$ cat config.mk
export PLATFORM = sky130hd
export DESIGN_NAME = alu_decode_stage_flat
export DESIGN_NICKNAME = d
export VERILOG_FILES = /design/src/rtl/alu_decode_stage_if.sv /design/src/rtl/alu_decode_stage.sv /design/src/flat_wrapper.sv
export SDC_FILE = /design/constraint.sdc
export NUM_CORES = 1
export LEC_CHECK = 0
export BUFFER_PORTS_ARGS = -buffer_cell sky130_fd_sc_hd__buf_2
export CAP_MARGIN = 15
export CELL_PAD_IN_SITES_DETAIL_PLACEMENT = 2
export CELL_PAD_IN_SITES_GLOBAL_PLACEMENT = 2
export CORE_MARGIN = 4
export CORE_UTILIZATION = 28
export DETAILED_ROUTE_END_ITERATION = 8
export GPL_ROUTABILITY_DRIVEN = 1
export PLACE_DENSITY = 0.79
export SYNTH_ARGS = -nofsm -noshare
export SYNTH_HDL_FRONTEND = slang
export SYNTH_SLANG_ARGS = --single-unit
$ cat constraint.sdc
create_clock -name clk -period 2.17 [get_ports clk]
set_input_delay 0.5425 -clock clk [delete_from_list [all_inputs] [get_ports clk]]
set_output_delay 0.5425 -clock clk [all_outputs]
set_load 0.01 [all_outputs]
$ cat src/rtl/alu_decode_stage_if.sv
// Handshake bundle between fetch, the decode stage and the execute-stage ALU.
// master drives instructions and consumes decoded entries; slave is the stage.
interface alu_decode_stage_if #(
    parameter int XLEN = 32
);
    logic            in_valid;
    logic            in_ready;
    logic [31:0]     in_inst;
    logic [XLEN-1:0] in_pc;
    logic            flush;
    logic            out_valid;
    logic            out_ready;
    logic [3:0]      out_alu_op;
    logic [4:0]      out_rs1;
    logic [4:0]      out_rs2;
    logic [4:0]      out_rd;
    logic [XLEN-1:0] out_imm;
    logic            out_use_imm;
    logic            out_reg_write;
    logic            out_illegal;
    logic [XLEN-1:0] out_pc;

    modport master (
        output in_valid, in_inst, in_pc, flush, out_ready,
        input  in_ready, out_valid, out_alu_op, out_rs1, out_rs2, out_rd,
               out_imm, out_use_imm, out_reg_write, out_illegal, out_pc
    );

    modport slave (
        input  in_valid, in_inst, in_pc, flush, out_ready,
        output in_ready, out_valid, out_alu_op, out_rs1, out_rs2, out_rd,
               out_imm, out_use_imm, out_reg_write, out_illegal, out_pc
    );
endinterface

$ cat src/rtl/alu_decode_stage.sv
// RV32I OP / OP-IMM / LUI decoder with a single registered slot toward execute
// and a saturating count of illegal entries handed downstream.
module alu_decode_stage #(
    parameter int XLEN  = 32,
    parameter int CNT_W = 16
) (
    input  logic             clk,
    input  logic             rst_n,
    alu_decode_stage_if.slave bus,
    output logic [CNT_W-1:0] illegal_cnt
);
    typedef enum logic [3:0] {
        ALU_ADD  = 4'd0,
        ALU_SUB  = 4'd1,
        ALU_SLL  = 4'd2,
        ALU_SRA  = 4'd3,
        ALU_SRL  = 4'd4,
        ALU_OR   = 4'd5,
        ALU_XOR  = 4'd6,
        ALU_SSLT = 4'd7,
        ALU_USLT = 4'd8,
        ALU_AND  = 4'd9
    } alu_op_e;

    localparam logic [6:0] OPC_OP    = 7'b0110011;
    localparam logic [6:0] OPC_OPIMM = 7'b0010011;
    localparam logic [6:0] OPC_LUI   = 7'b0110111;
    localparam logic [6:0] F7_BASE   = 7'b0000000;
    localparam logic [6:0] F7_ALT    = 7'b0100000;

    logic [31:0]     w_inst;
    logic [6:0]      w_opcode;
    logic [2:0]      w_funct3;
    logic [6:0]      w_funct7;
    alu_op_e         w_f3_op;
    alu_op_e         w_alu_op;
    logic [4:0]      w_rs1;
    logic [4:0]      w_rs2;
    logic [4:0]      w_rd;
    logic [XLEN-1:0] w_imm;
    logic            w_use_imm;
    logic            w_legal;
    logic            w_in_ready;
    logic            w_accept;

    logic            r_valid;
    alu_op_e         r_alu_op;
    logic [4:0]      r_rs1;
    logic [4:0]      r_rs2;
    logic [4:0]      r_rd;
    logic [XLEN-1:0] r_imm;
    logic            r_use_imm;
    logic            r_reg_write;
    logic            r_illegal;
    logic [XLEN-1:0] r_pc;
    logic [CNT_W-1:0] r_cnt;

    assign w_inst   = bus.in_inst;
    assign w_opcode = w_inst[6:0];
    assign w_funct3 = w_inst[14:12];
    assign w_funct7 = w_inst[31:25];

    always_comb begin
        w_f3_op = ALU_ADD;
        case (w_funct3)
            3'b000: w_f3_op = ALU_ADD;
            3'b001: w_f3_op = ALU_SLL;
            3'b010: w_f3_op = ALU_SSLT;
            3'b011: w_f3_op = ALU_USLT;
            3'b100: w_f3_op = ALU_XOR;
            3'b101: w_f3_op = ALU_SRL;
            3'b110: w_f3_op = ALU_OR;
            3'b111: w_f3_op = ALU_AND;
            default: w_f3_op = ALU_ADD;
        endcase
    end

    always_comb begin
        w_alu_op  = w_f3_op;
        w_rs1     = w_inst[19:15];
        w_rs2     = w_inst[24:20];
        w_rd      = w_inst[11:7];
        w_imm     = '0;
        w_use_imm = 1'b0;
        w_legal   = 1'b0;
        case (w_opcode)
            OPC_OP: begin
                if (w_funct7 == F7_BASE) begin
                    w_legal = 1'b1;
                end else if (w_funct7 == F7_ALT) begin
                    if (w_funct3 == 3'b000) begin
                        w_legal  = 1'b1;
                        w_alu_op = ALU_SUB;
                    end else if (w_funct3 == 3'b101) begin
                        w_legal  = 1'b1;
                        w_alu_op = ALU_SRA;
                    end
                end
            end
            OPC_OPIMM: begin
                w_rs2     = '0;
                w_use_imm = 1'b1;
                w_imm     = {{(XLEN-12){w_inst[31]}}, w_inst[31:20]};
                case (w_funct3)
                    3'b001: begin
                        w_legal = (w_funct7 == F7_BASE);
                        w_imm   = {{(XLEN-5){1'b0}}, w_inst[24:20]};
                    end
                    3'b101: begin
                        w_legal  = (w_funct7 == F7_BASE) || (w_funct7 == F7_ALT);
                        w_imm    = {{(XLEN-5){1'b0}}, w_inst[24:20]};
                        w_alu_op = w_inst[30] ? ALU_SRA : ALU_SRL;
                    end
                    default: w_legal = 1'b1;
                endcase
            end
            OPC_LUI: begin
                w_legal   = 1'b1;
                w_alu_op  = ALU_ADD;
                w_rs1     = '0;
                w_use_imm = 1'b1;
                w_imm     = XLEN'({w_inst[31:12], 12'b0});
            end
            default: w_legal = 1'b0;
        endcase
        // Illegal entries still travel downstream, but with neutral operands.
        if (!w_legal) begin
            w_alu_op  = ALU_ADD;
            w_imm     = '0;
            w_use_imm = 1'b0;
        end
    end

    assign w_in_ready = !r_valid || bus.out_ready;
    assign w_accept   = bus.in_valid && w_in_ready;

    always_ff @(posedge clk or negedge rst_n) begin
        if (!rst_n) begin
            r_valid     <= 1'b0;
            r_alu_op    <= ALU_ADD;
            r_rs1       <= '0;
            r_rs2       <= '0;
            r_rd        <= '0;
            r_imm       <= '0;
            r_use_imm   <= 1'b0;
            r_reg_write <= 1'b0;
            r_illegal   <= 1'b0;
            r_pc        <= '0;
        end else if (bus.flush) begin
            r_valid <= 1'b0;
        end else if (w_accept) begin
            r_valid     <= 1'b1;
            r_alu_op    <= w_alu_op;
            r_rs1       <= w_rs1;
            r_rs2       <= w_rs2;
            r_rd        <= w_rd;
            r_imm       <= w_imm;
            r_use_imm   <= w_use_imm;
            r_reg_write <= w_legal;
            r_illegal   <= !w_legal;
            r_pc        <= bus.in_pc;
        end else if (bus.out_ready) begin
            r_valid <= 1'b0;
        end
    end

    // Counts the consuming handshake even when flush is asserted that cycle.
    always_ff @(posedge clk or negedge rst_n) begin
        if (!rst_n) begin
            r_cnt <= '0;
        end else if (r_valid && bus.out_ready && r_illegal && (r_cnt != '1)) begin
            r_cnt <= r_cnt + CNT_W'(1);
        end
    end

    assign bus.in_ready      = w_in_ready;
    assign bus.out_valid     = r_valid;
    assign bus.out_alu_op    = r_alu_op;
    assign bus.out_rs1       = r_rs1;
    assign bus.out_rs2       = r_rs2;
    assign bus.out_rd        = r_rd;
    assign bus.out_imm       = r_imm;
    assign bus.out_use_imm   = r_use_imm;
    assign bus.out_reg_write = r_reg_write;
    assign bus.out_illegal   = r_illegal;
    assign bus.out_pc        = r_pc;
    assign illegal_cnt       = r_cnt;
endmodule
$ cat src/flat_wrapper.sv
// flat-port wrapper written by rule: the top's interface ports become plain ports
module alu_decode_stage_flat 
#(
    parameter int XLEN  = 32,
    parameter int CNT_W = 16
)
  (clk, rst_n, illegal_cnt, bus_in_valid, bus_in_inst, bus_in_pc, bus_flush, bus_out_ready, bus_in_ready, bus_out_valid, bus_out_alu_op, bus_out_rs1, bus_out_rs2, bus_out_rd, bus_out_imm, bus_out_use_imm, bus_out_reg_write, bus_out_illegal, bus_out_pc);
  alu_decode_stage_if #(.XLEN(XLEN)) bus_i ();
  input  logic clk;
  input  logic rst_n;
  output logic [CNT_W-1:0] illegal_cnt;
  input wire logic [$bits(bus_i.in_valid)-1:0] bus_in_valid;
  input wire logic [$bits(bus_i.in_inst)-1:0] bus_in_inst;
  input wire logic [$bits(bus_i.in_pc)-1:0] bus_in_pc;
  input wire logic [$bits(bus_i.flush)-1:0] bus_flush;
  input wire logic [$bits(bus_i.out_ready)-1:0] bus_out_ready;
  output wire logic [$bits(bus_i.in_ready)-1:0] bus_in_ready;
  output wire logic [$bits(bus_i.out_valid)-1:0] bus_out_valid;
  output wire logic [$bits(bus_i.out_alu_op)-1:0] bus_out_alu_op;
  output wire logic [$bits(bus_i.out_rs1)-1:0] bus_out_rs1;
  output wire logic [$bits(bus_i.out_rs2)-1:0] bus_out_rs2;
  output wire logic [$bits(bus_i.out_rd)-1:0] bus_out_rd;
  output wire logic [$bits(bus_i.out_imm)-1:0] bus_out_imm;
  output wire logic [$bits(bus_i.out_use_imm)-1:0] bus_out_use_imm;
  output wire logic [$bits(bus_i.out_reg_write)-1:0] bus_out_reg_write;
  output wire logic [$bits(bus_i.out_illegal)-1:0] bus_out_illegal;
  output wire logic [$bits(bus_i.out_pc)-1:0] bus_out_pc;
  assign bus_i.in_valid = bus_in_valid;
  assign bus_i.in_inst = bus_in_inst;
  assign bus_i.in_pc = bus_in_pc;
  assign bus_i.flush = bus_flush;
  assign bus_i.out_ready = bus_out_ready;
  assign bus_in_ready = bus_i.in_ready;
  assign bus_out_valid = bus_i.out_valid;
  assign bus_out_alu_op = bus_i.out_alu_op;
  assign bus_out_rs1 = bus_i.out_rs1;
  assign bus_out_rs2 = bus_i.out_rs2;
  assign bus_out_rd = bus_i.out_rd;
  assign bus_out_imm = bus_i.out_imm;
  assign bus_out_use_imm = bus_i.out_use_imm;
  assign bus_out_reg_write = bus_i.out_reg_write;
  assign bus_out_illegal = bus_i.out_illegal;
  assign bus_out_pc = bus_i.out_pc;
  alu_decode_stage #(.XLEN(XLEN), .CNT_W(CNT_W)) u_core (.clk(clk), .rst_n(rst_n), .bus(bus_i), .illegal_cnt(illegal_cnt));
endmodule
==> results of run 1 <==
-- sequential cells by signal, indices dropped and copies added, names as in the netlist, 4 cells and up --
name / count
u_core.bus.out_imm: 32
u_core.bus.out_pc: 32
u_core.illegal_cnt: 16
u_core.bus.out_rd: 5
u_core.bus.out_rs1: 5
u_core.bus.out_rs2: 5
u_core.bus.out_alu_op: 4
-- critical path: stages --
cell and delay (ps):
buf_2 130, or4_4 580, o311ai_4 340, o2111ai_1 270, nor3_2 180, buf_4 170
a22o_1 130
-- power by group through the flow --
| stage | Clock, µW | Sequential, µW | Combinational, µW |
|---|---|---|---|
| final | 1690 | 2220 | 741 |
| after global routing | 1830 | 2250 | 834 |
| after floorplan | 0 | 2320 | 235 |
| after detailed placement | 0 | 2260 | 760 |
| after global placement | 0 | 2250 | 722 |
| after CTS | 1730 | 2230 | 764 |
-- cells in the mapped netlist (3+ instances only) --
library cell	count	area, µm²
o21ai_0	22	110
nand2_1	162	608
o21ai_1	5	25.0
and4_1	3	26.3
ha_1	5	62.6
nand2b_1	5	31.3
nor4_1	6	37.5
nor2b_1	3	18.8
clkbuf_1	21	78.8
nand3_1	12	60.1
nand4_1	6	37.5
or2_2	3	18.8
and3_1	6	37.5
nor2_1	14	52.6
dfrtp_1	103	2580
xnor2_1	9	78.8
a21oi_1	22	110
inv_1	6	22.5
a22o_1	13	114
xor2_1	6	52.6
-- kinds of logic after synthesis --
group | share of synthesized area
simple gates | 0.231
fa+ha+maj | 0.0140
flops | 0.579
compound gates | 0.115
buf+inv | 0.0267
xor+xnor | 0.0295
mux | 0.00478
-- metal layers --
| layer | up-vias | share of wire | global-route usage |
|---|---|---|---|
| met5 | - | 0 | 0 |
| met4 | 0 | 0.021 | 0.0503 |
| met3 | 22 | 0.069 | 0.0649 |
| met2 | 116 | 0.52 | 0.323 |
| met1 | 2084 | 0.39 | 0.201 |
| li1 | 1938 | - | - |
-- worst paths after layout --
path	slack, ps	depth (start not counted)	end
max	90	7	u_core.bus.out_imm[5]
min	140	1	u_core.bus.out_rs1[3]
max reg2reg	280	7	u_core.illegal_cnt[3]
min reg2reg	470	2	u_core.bus.out_rs2[2]
max in group asynchronous	1440	2	u_core.bus.out_alu_op[1]
min in group clk	350	2	u_core.bus.out_valid
-- cell type report --
class / instances / area [µm²] / area share
Tap cell: 211 / 264 / 0.0431
Timing Repair Buffer: 204 / 1180 / 0.193
Clock inverter: 4 / 55.1 / 0.00899
Clock buffer: 11 / 253 / 0.0413
Inverter: 6 / 22.5 / 0.00368
Multi-Input combinational cell: 331 / 1770 / 0.289
Sequential cell: 103 / 2580 / 0.421
-- stage by stage --
stage | cells | TNS, ps | area (µm²) | worst slack (ps) | total power, µW
after floorplan | 465 | 0 | 4450 | 31.7 | 2550
after global placement | 855 | -5080 | 5810 | -214 | 2970
after detailed placement | 855 | -7470 | 5810 | -273 | 3020
after CTS | 870 | 0 | 6120 | 103 | 4730
after global routing | 870 | 0 | 6120 | 20.9 | 4910
final | 870 | 0 | 6120 | 94.7 | 4650
==> metrics.txt, run 1 <==
Core Area ~15000 µm²; Async SR Flop Fraction 1.00; sw frac 0.280; worst-path fanout max 6; drt total wl approximately 16000 µm; synthesized flop and latch total between 100 and 150; Internal Power 3350 µW; most frequent cells in the layout buf_2 (171), nand2_1 (162), dfrtp_1 (103); crit path from bus_in_inst[25]; layout cells sized above 1 0.352; register area share after synthesis 0.579; Layout Nets around 730; hold_ws 137 ps; initial DRC count roughly 150; Clock Root Buffer clkbuf_16; pwr dens about 760 nW/µm²; largest net degree at the start of global routing about 50; max-slew violation count 0; MaxCap Viol Count 0; clk sinks 103; sequential share of power 0.478; die area roughly 18000 µm²; EDFF count, synth 0; endpoints failing setup 0; vias per cell between 4 and 5; RSZ-0062 raised after global routing false; CTS buffer count 9; total track usage 0.180; crit path capture type register; drt drc 0; GR Overflow Total 0; clock share of power 0.363; wire per inst between 15 and 20 µm; CTS tree done; clk buf depth 2; status finished, final reports clean; Skew-Pair Late Insertion Delay roughly 350 ps; slew margin rel. 0.698; Post-DRT Antenna Nets 0; area of the mapped netlist between 4000 and 5000 µm²; FF-to-FF Start u_core.illegal_cnt[0]; setup bufs post-CTS 0; IO Count between 150 and 200; hold buffers post-CTS 0; worst hold path class in2async; Antenna Cells 0; Core Util, Final 0.398; Data required, critical path 2450 ps; most common cell after layout, fill and taps aside buf_2; Synth warnings 0; DR vias between 4k and 5k; CP Class in2reg; H-tree depth 3; Comb power frac 0.159; Tmin final slightly above 2000 ps; library cells used by synthesis 47; syn nets roughly 540; HPWL Detailed 12000 µm; synthesized instance count approximately 470; initial antenna violation count 0; Syn Area/Cell 9.58 µm²; Std-Cell Rows 45; Clock Skew a little under 5 ps; VDD IR max approximately 0.00036 V; CP startpoint kind primary input; final hold violation count 0; Fmax achieved around 480 MHz; number of global-route vias before repair just under 5k; Post-synth top flop dfrtp_1; Area Growth Syn to Fin 37.5%; Fillers roughly 1.7k; NetSw about 1300 µW; initial cell density of the core 0.290; Detailed Routing Iterations Pass 1 4; Die W between 100 and 150 µm; Routability Congestion 0.841; Port Buffers between 150 and 200; Leak Pwr 0.00325 µW; CP Data Arrival Time around 2400 ps; Worst Max-Slew Pin Slew ~450 ps; cts repair resizes 0; first-pass GRT wire length between 20000 and 30000 µm; die height 134 µm; clk slew on worst S/H paths roughly 70 ps; final worst path period share 0.956
No activity file was read; power rests on OpenSTA's default activity.
==> inputs of run 2 (changes only) <==
CTS_BUF_LIST = sky130_fd_sc_hd__clkbuf_16   (was unset)
SKIP_LAST_GASP = 1   (was unset)
==> run 2 against run 1 <==
Hold slack better by 0.89 ps. Global-route usage hardly changed. Flip-flop and latch count stayed put. Final cell count stayed put. Clock skew is 0.76 ps lower. Critical path depth stayed put. Critical path type unchanged.
==> metrics.txt, run 2 (synthesized netlist as in run 1, its figures left out) <==
r2r setup slk roughly 280 ps; Antenna Cells 0; first-pass GRT wire length about 26000 µm; CP Class in2reg; MaxCap Viol Count 0; clk sinks roughly 100; pwr dens 749 nW/µm²; hold buffers post-CTS 0; layout cells sized above 1 0.349; final worst path period share 0.958; post-route cell area a little over 6000 µm²; GR Overflow Total 0; wire per inst around 18 µm; die area between 15000 and 20000 µm²; Clock Root Buffer clkbuf_16; worst hold path class in2async; Area Growth Syn to Fin 37.0%; Post-DRT Antenna Nets 0; Port Buffers ~170; initial antenna violation count 0; Clock Skew approximately 4.2 ps; Skew-Pair Late Insertion Delay between 300 and 400 ps; Tot Pwr 4570 µW; cells on worst reg2reg path 7; total track usage 0.180; cts repair resizes 0; Worst Max-Slew Pin Slew roughly 450 ps; largest net degree at the start of global routing 49; VDD IR max about 0.00036 V; Data required, critical path 2450 ps; initial cell density of the core 0.290; worst-path cell chain buf_2 -> or4_4 -> a311oi_2 -> o2111ai_1 -> nor3_2 -> buf_4 -> a22o_1; slew margin rel. 0.697; placed cell area 5810 µm²; H-tree depth 3; Critical Path End u_core.bus.out_imm[5]; CP startpoint kind primary input; IO Count approximately 170; die height around 130 µm; HPWL Detailed approximately 12000 µm; crit path capture type register; CP Data Arrival Time 2360 ps; CTS buffer count 9; Layout Nets between 700 and 800; Leak Pwr 0.00324 µW; Core Area around 15000 µm²; hold_ws 138 ps; final hold violation count 0; setup bufs post-CTS 0; CTS tree done; RSZ-0062 raised after global routing false; vias per cell roughly 4.8; most frequent cells in the layout buf_2 (171), nand2_1 (162), dfrtp_1 (103); Die W between 100 and 150 µm; Detailed Routing Iterations Pass 1 4; max-slew violation count 0; most common cell after layout, fill and taps aside buf_2; crit path from bus_in_inst[25]; capture point of the worst reg-to-reg path u_core.illegal_cnt[3]; FF-to-FF Start u_core.illegal_cnt[0]; Routability Congestion between 0.8 and 0.9; clk buf depth 2; CP max stage delay between 500 and 600 ps; initial DRC count 117; status finished, final reports clean; Std-Cell Rows 45; number of global-route vias before repair 4841; drt drc 0; drt total wl between 15000 and 20000 µm; Fmax achieved a little under 500 MHz; Slowest-stage cell, CP or4_4; endpoints failing setup 0; Tmin final a little over 2000 ps; clk slew on worst S/H paths ~70 ps; worst-path fanout max 6; Fillers about 1.7k; DR vias about 4.2k
## run 2: layout make-up
cell class	instances	area [µm²]	share of cell area
clock buffers	9	225	0.0369
clock inverters	6	62.6	0.0103
inverters	6	22.5	0.00369
multi-input cells	331	1770	0.290
flip-flops and latches	103	2580	0.422
well taps	211	264	0.0433
repair buffers	204	1180	0.193
## run 2: per-stage QoR
step / utilization / worst slack, ps / std cells / TNS (ps)
finish: 0.397 / 92.0 / 870 / 0
detailed placement: 0.378 / -273 / 855 / -7470
floorplan: - / 31.7 / 465 / 0
CTS: 0.397 / 103 / 870 / 0
global placement: 0.378 / -214 / 855 / -5080
global route: 0.397 / 22.8 / 870 / 0
## run 2: how the worst min path moves through the flow
stage	to	slack, ps	cells past startpoint	startpoint
2_1_floorplan	u_core.bus.out_alu_op[0]	250	0	rst_n
3_3_place_gp	u_core.bus.out_rs2[2]	450	2	u_core.bus.out_rs2[2]
3_5_place_dp	u_core.bus.out_rs2[2]	460	2	u_core.bus.out_rs2[2]
4_1_cts	u_core.bus.out_rs1[3]	140	1	rst_n
5_1_grt	u_core.bus.out_rs1[3]	150	1	rst_n
6_report	u_core.bus.out_rs1[3]	140	1	rst_n
## run 2: critical path: cells and delay by family
| kind | cells | cell delay, ps |
|---|---|---|
| compound gates | 3 | 750 |
| buf+inv | 2 | 300 |
| simple gates | 2 | 770 |
## run 2: metal layers
layer / wire [µm] / vias to the layer above / share of wire / GRT usage
li1: - / 1936 / - / -
met1: 6190 / 2084 / 0.39 / 0.202
met2: 8110 / 120 / 0.51 / 0.322
met3: 1110 / 24 / 0.071 / 0.0675
met4: 335 / 0 / 0.021 / 0.0486
met5: 0 / - / 0 / 0
## run 2: where the power goes
part	internal, µW	switching (µW)
combinational	305	435
sequential	2090	133
clock	885	726
==> inputs of run 3 (changes only) <==
ABC_AREA = 1   (was unset)
PLACE_DENSITY = 0.9   (was 0.79)
==> run 3 against run 2 <==
Critical path depth up 1. Die area up 6.2%. Clock skew grew 5.8 ps. Global-route usage decreased by 0.14 points. Flip-flop and latch count stayed put. Synthesized cell count up 23%. Critical endpoint is now u_core.illegal_cnt[7]. Non-clock buffer count is 16 lower. Highest routed layer unchanged. Combinational power is 2.8% higher. Synthesized area up 6.6%. First-iteration DRC count grew 31%. Largest cell class unchanged. Hold slack got worse by 41 ps. Clock power barely moved.
==> metrics.txt, run 3 <==
hold_ws slightly below 100 ps; CTS buffer count 9; Slowest-stage cell, CP dfrtp_1; crit path capture type register; die area 19100 µm²; endpoints failing setup 0; Post-DRT Antenna Nets 0; sequential share of power 0.487; Clock Root Buffer clkbuf_16; Core Area 16600 µm²; CP startpoint kind register; wire per inst around 17 µm; DR vias approximately 4.5k; CTS tree done; Skew-Pair Late Insertion Delay 350 ps; Leak Pwr around 0.0036 µW; initial DRC count approximately 150; Layout Nets roughly 820; hold buffers post-CTS 0; worst-path fanout max 8; Sum Neg Setup Slack 0 ps; crit path from u_core.illegal_cnt[0]; number of global-route vias before repair 5071; Worst Max-Slew Pin Slew about 360 ps; pwr dens between 700 and 800 nW/µm²; Post-synth top flop dfrtp_1; final worst path period share 0.795; VDD IR max ~0.00035 V; CP Class reg2reg; FF-to-FF Start u_core.illegal_cnt[0]; drt drc 0; status finished, final reports clean; Internal Power ~3300 µW; Synth top cells by count nand2_1 (260), dfrtp_1 (103), nand3_1 (33); Async SR Flop Fraction 1.00; Antenna Cells 0; Tmin final about 1700 ps; Core Util, Final 0.375; initial cell density of the core 0.286; cells on worst reg2reg path 8; syn nets approximately 650; max-slew violation count 0; most common cell after layout, fill and taps aside nand2_1; vias per cell about 4.6; Detailed Routing Iterations Pass 1 4; Tot Pwr roughly 4600 µW; total track usage 0.179; Clock Skew approximately 10 ps; HPWL Detailed around 13000 µm; Area Growth Syn to Fin 30.9%; synthesized flop and latch total slightly above 100; dominant cell type by area after synthesis dfrtp_1; Comb power frac 0.167; IO Count about 170; most frequent cells in the layout nand2_1 (259), buf_2 (171), dfrtp_1 (103); Port Buffers 172; largest net degree at the start of global routing 48; clk buf depth 2; first-pass GRT wire length 27600 µm; final hold violation count 0; slew margin rel. 0.758; area share of the largest cell type after synthesis 0.543; worst-path cell chain ha_1 -> nand3_1 -> nor3_2 -> nand3_1 -> nand2_1 -> inv_1 -> nand2_1 -> xnor2_1; CP Data Arrival Time between 1500 and 2000 ps; Die W 138 µm; ranking of synthesized cells by area dfrtp_1 (54%), nand2_1 (21%), nand3_1 (3.5%); GR Overflow Total 0; MaxCap Viol Count 0; clock share of power 0.346; worst hold path class in2async; CP max stage delay 400 ps; Data required, critical path between 2000 and 2500 ps; setup bufs post-CTS 0; Routability Congestion roughly 0.8; die height 138 µm; most numerous cell in the Yosys netlist nand2_1; RSZ-0062 raised after global routing false; clk sinks around 100; clk slew on worst S/H paths roughly 70 ps; NetSw 1290 µW; library cells used by synthesis 33; area of the mapped netlist between 4000 and 5000 µm²; Syn Area/Cell between 8 and 9 µm²; cts repair resizes 0; layout cells sized above 1 0.296; Synth warnings 0; EDFF count, synth 0; drt total wl between 15000 and 20000 µm; Fmax achieved roughly 580 MHz; Std-Cell Rows 47; synthesized instance count between 500 and 600; initial antenna violation count 0; sw frac 0.283; register area share after synthesis 0.543; H-tree depth 3
==> run 3: changes by cell type in the layout (fill, tap and decap cells not counted), moves of 6 or more <==
cell     change
a22o_1      -13
inv_1       +25
nand4_1      -6
nor2_1      +18
nor4_1       -6
a21o_1       +7
nand2_1     +97
nand3_1     +21
buf_4       -15
a21oi_1     -14
==> run 3: kinds of logic after synthesis <==
kind of cell    after synthesis  synth area share
compound gates               50            0.0677
xor+xnor                     14            0.0258
fa+ha+maj                     5            0.0132
buf+inv                      58            0.0567
flops                       103             0.543
simple gates                342             0.294
==> run 3: power groups by stage <==
stage | logic, µW | registers [µW] | clock network [µW]
final | 761 | 2220 | 1580
after global routing | 856 | 2250 | 1740
after CTS | 786 | 2220 | 1640
after detailed placement | 783 | 2260 | 0
after global placement | 746 | 2250 | 0
after floorplan | 269 | 2330 | 0
==> run 3: critical path: cells and delay by family (launching register included) <==
| kind | cells | cell delay [ps] |
|---|---|---|
| buffers and inverters | 1 | 160 |
| adders and majority gates | 1 | 190 |
| and+or+nand+nor | 5 | 760 |
| DFF | 1 | 400 |
| xor gates and xnor gates | 1 | 140 |
==> run 3: layout make-up <==
| cell class | instances | area [µm²] |
|---|---|---|
| clock buffers | 9 | 225 |
| clock inverters | 6 | 53.8 |
| fillers | 1954 | 10400 |
| inverters | 34 | 130 |
| multi-input cells | 411 | 1910 |
| flip-flops and latches | 103 | 2580 |
| well taps | 220 | 275 |
| repair buffers | 188 | 1050 |
==> run 3: worst paths after layout <==
check | to | slack, ps
min in group clk | u_core.bus.out_valid | 370
worst min-delay path | u_core.bus.out_imm[25] | 100
worst max-delay path | u_core.illegal_cnt[7] | 440
max in group asynchronous | u_core.bus.out_rs1[4] | 1500
worst min register to register | u_core.bus.out_pc[17] | 470
worst max register to register | u_core.illegal_cnt[7] | 440
==> run 3: routing by layer <==
metal / global-route usage / share of wire / vias up
met1: 0.219 / 0.42 / 2241
met5: 0 / 0 / -
met3: 0.0504 / 0.065 / 14
li1: - / - / 2136
met4: 0.0525 / 0.014 / 0
met2: 0.307 / 0.50 / 122
==> run 3: through the flow <==
| stage | setup slack (ps) | instance area [µm²] | std cells |
|---|---|---|---|
| 2_1_floorplan | 504 | 4750 | 572 |
| 3_3_place_gp | 215 | 5940 | 956 |
| 3_5_place_dp | 114 | 5940 | 956 |
| 4_1_cts | 410 | 6220 | 971 |
| 5_1_grt | 280 | 6220 | 971 |
| 6_report | 444 | 6220 | 971 |
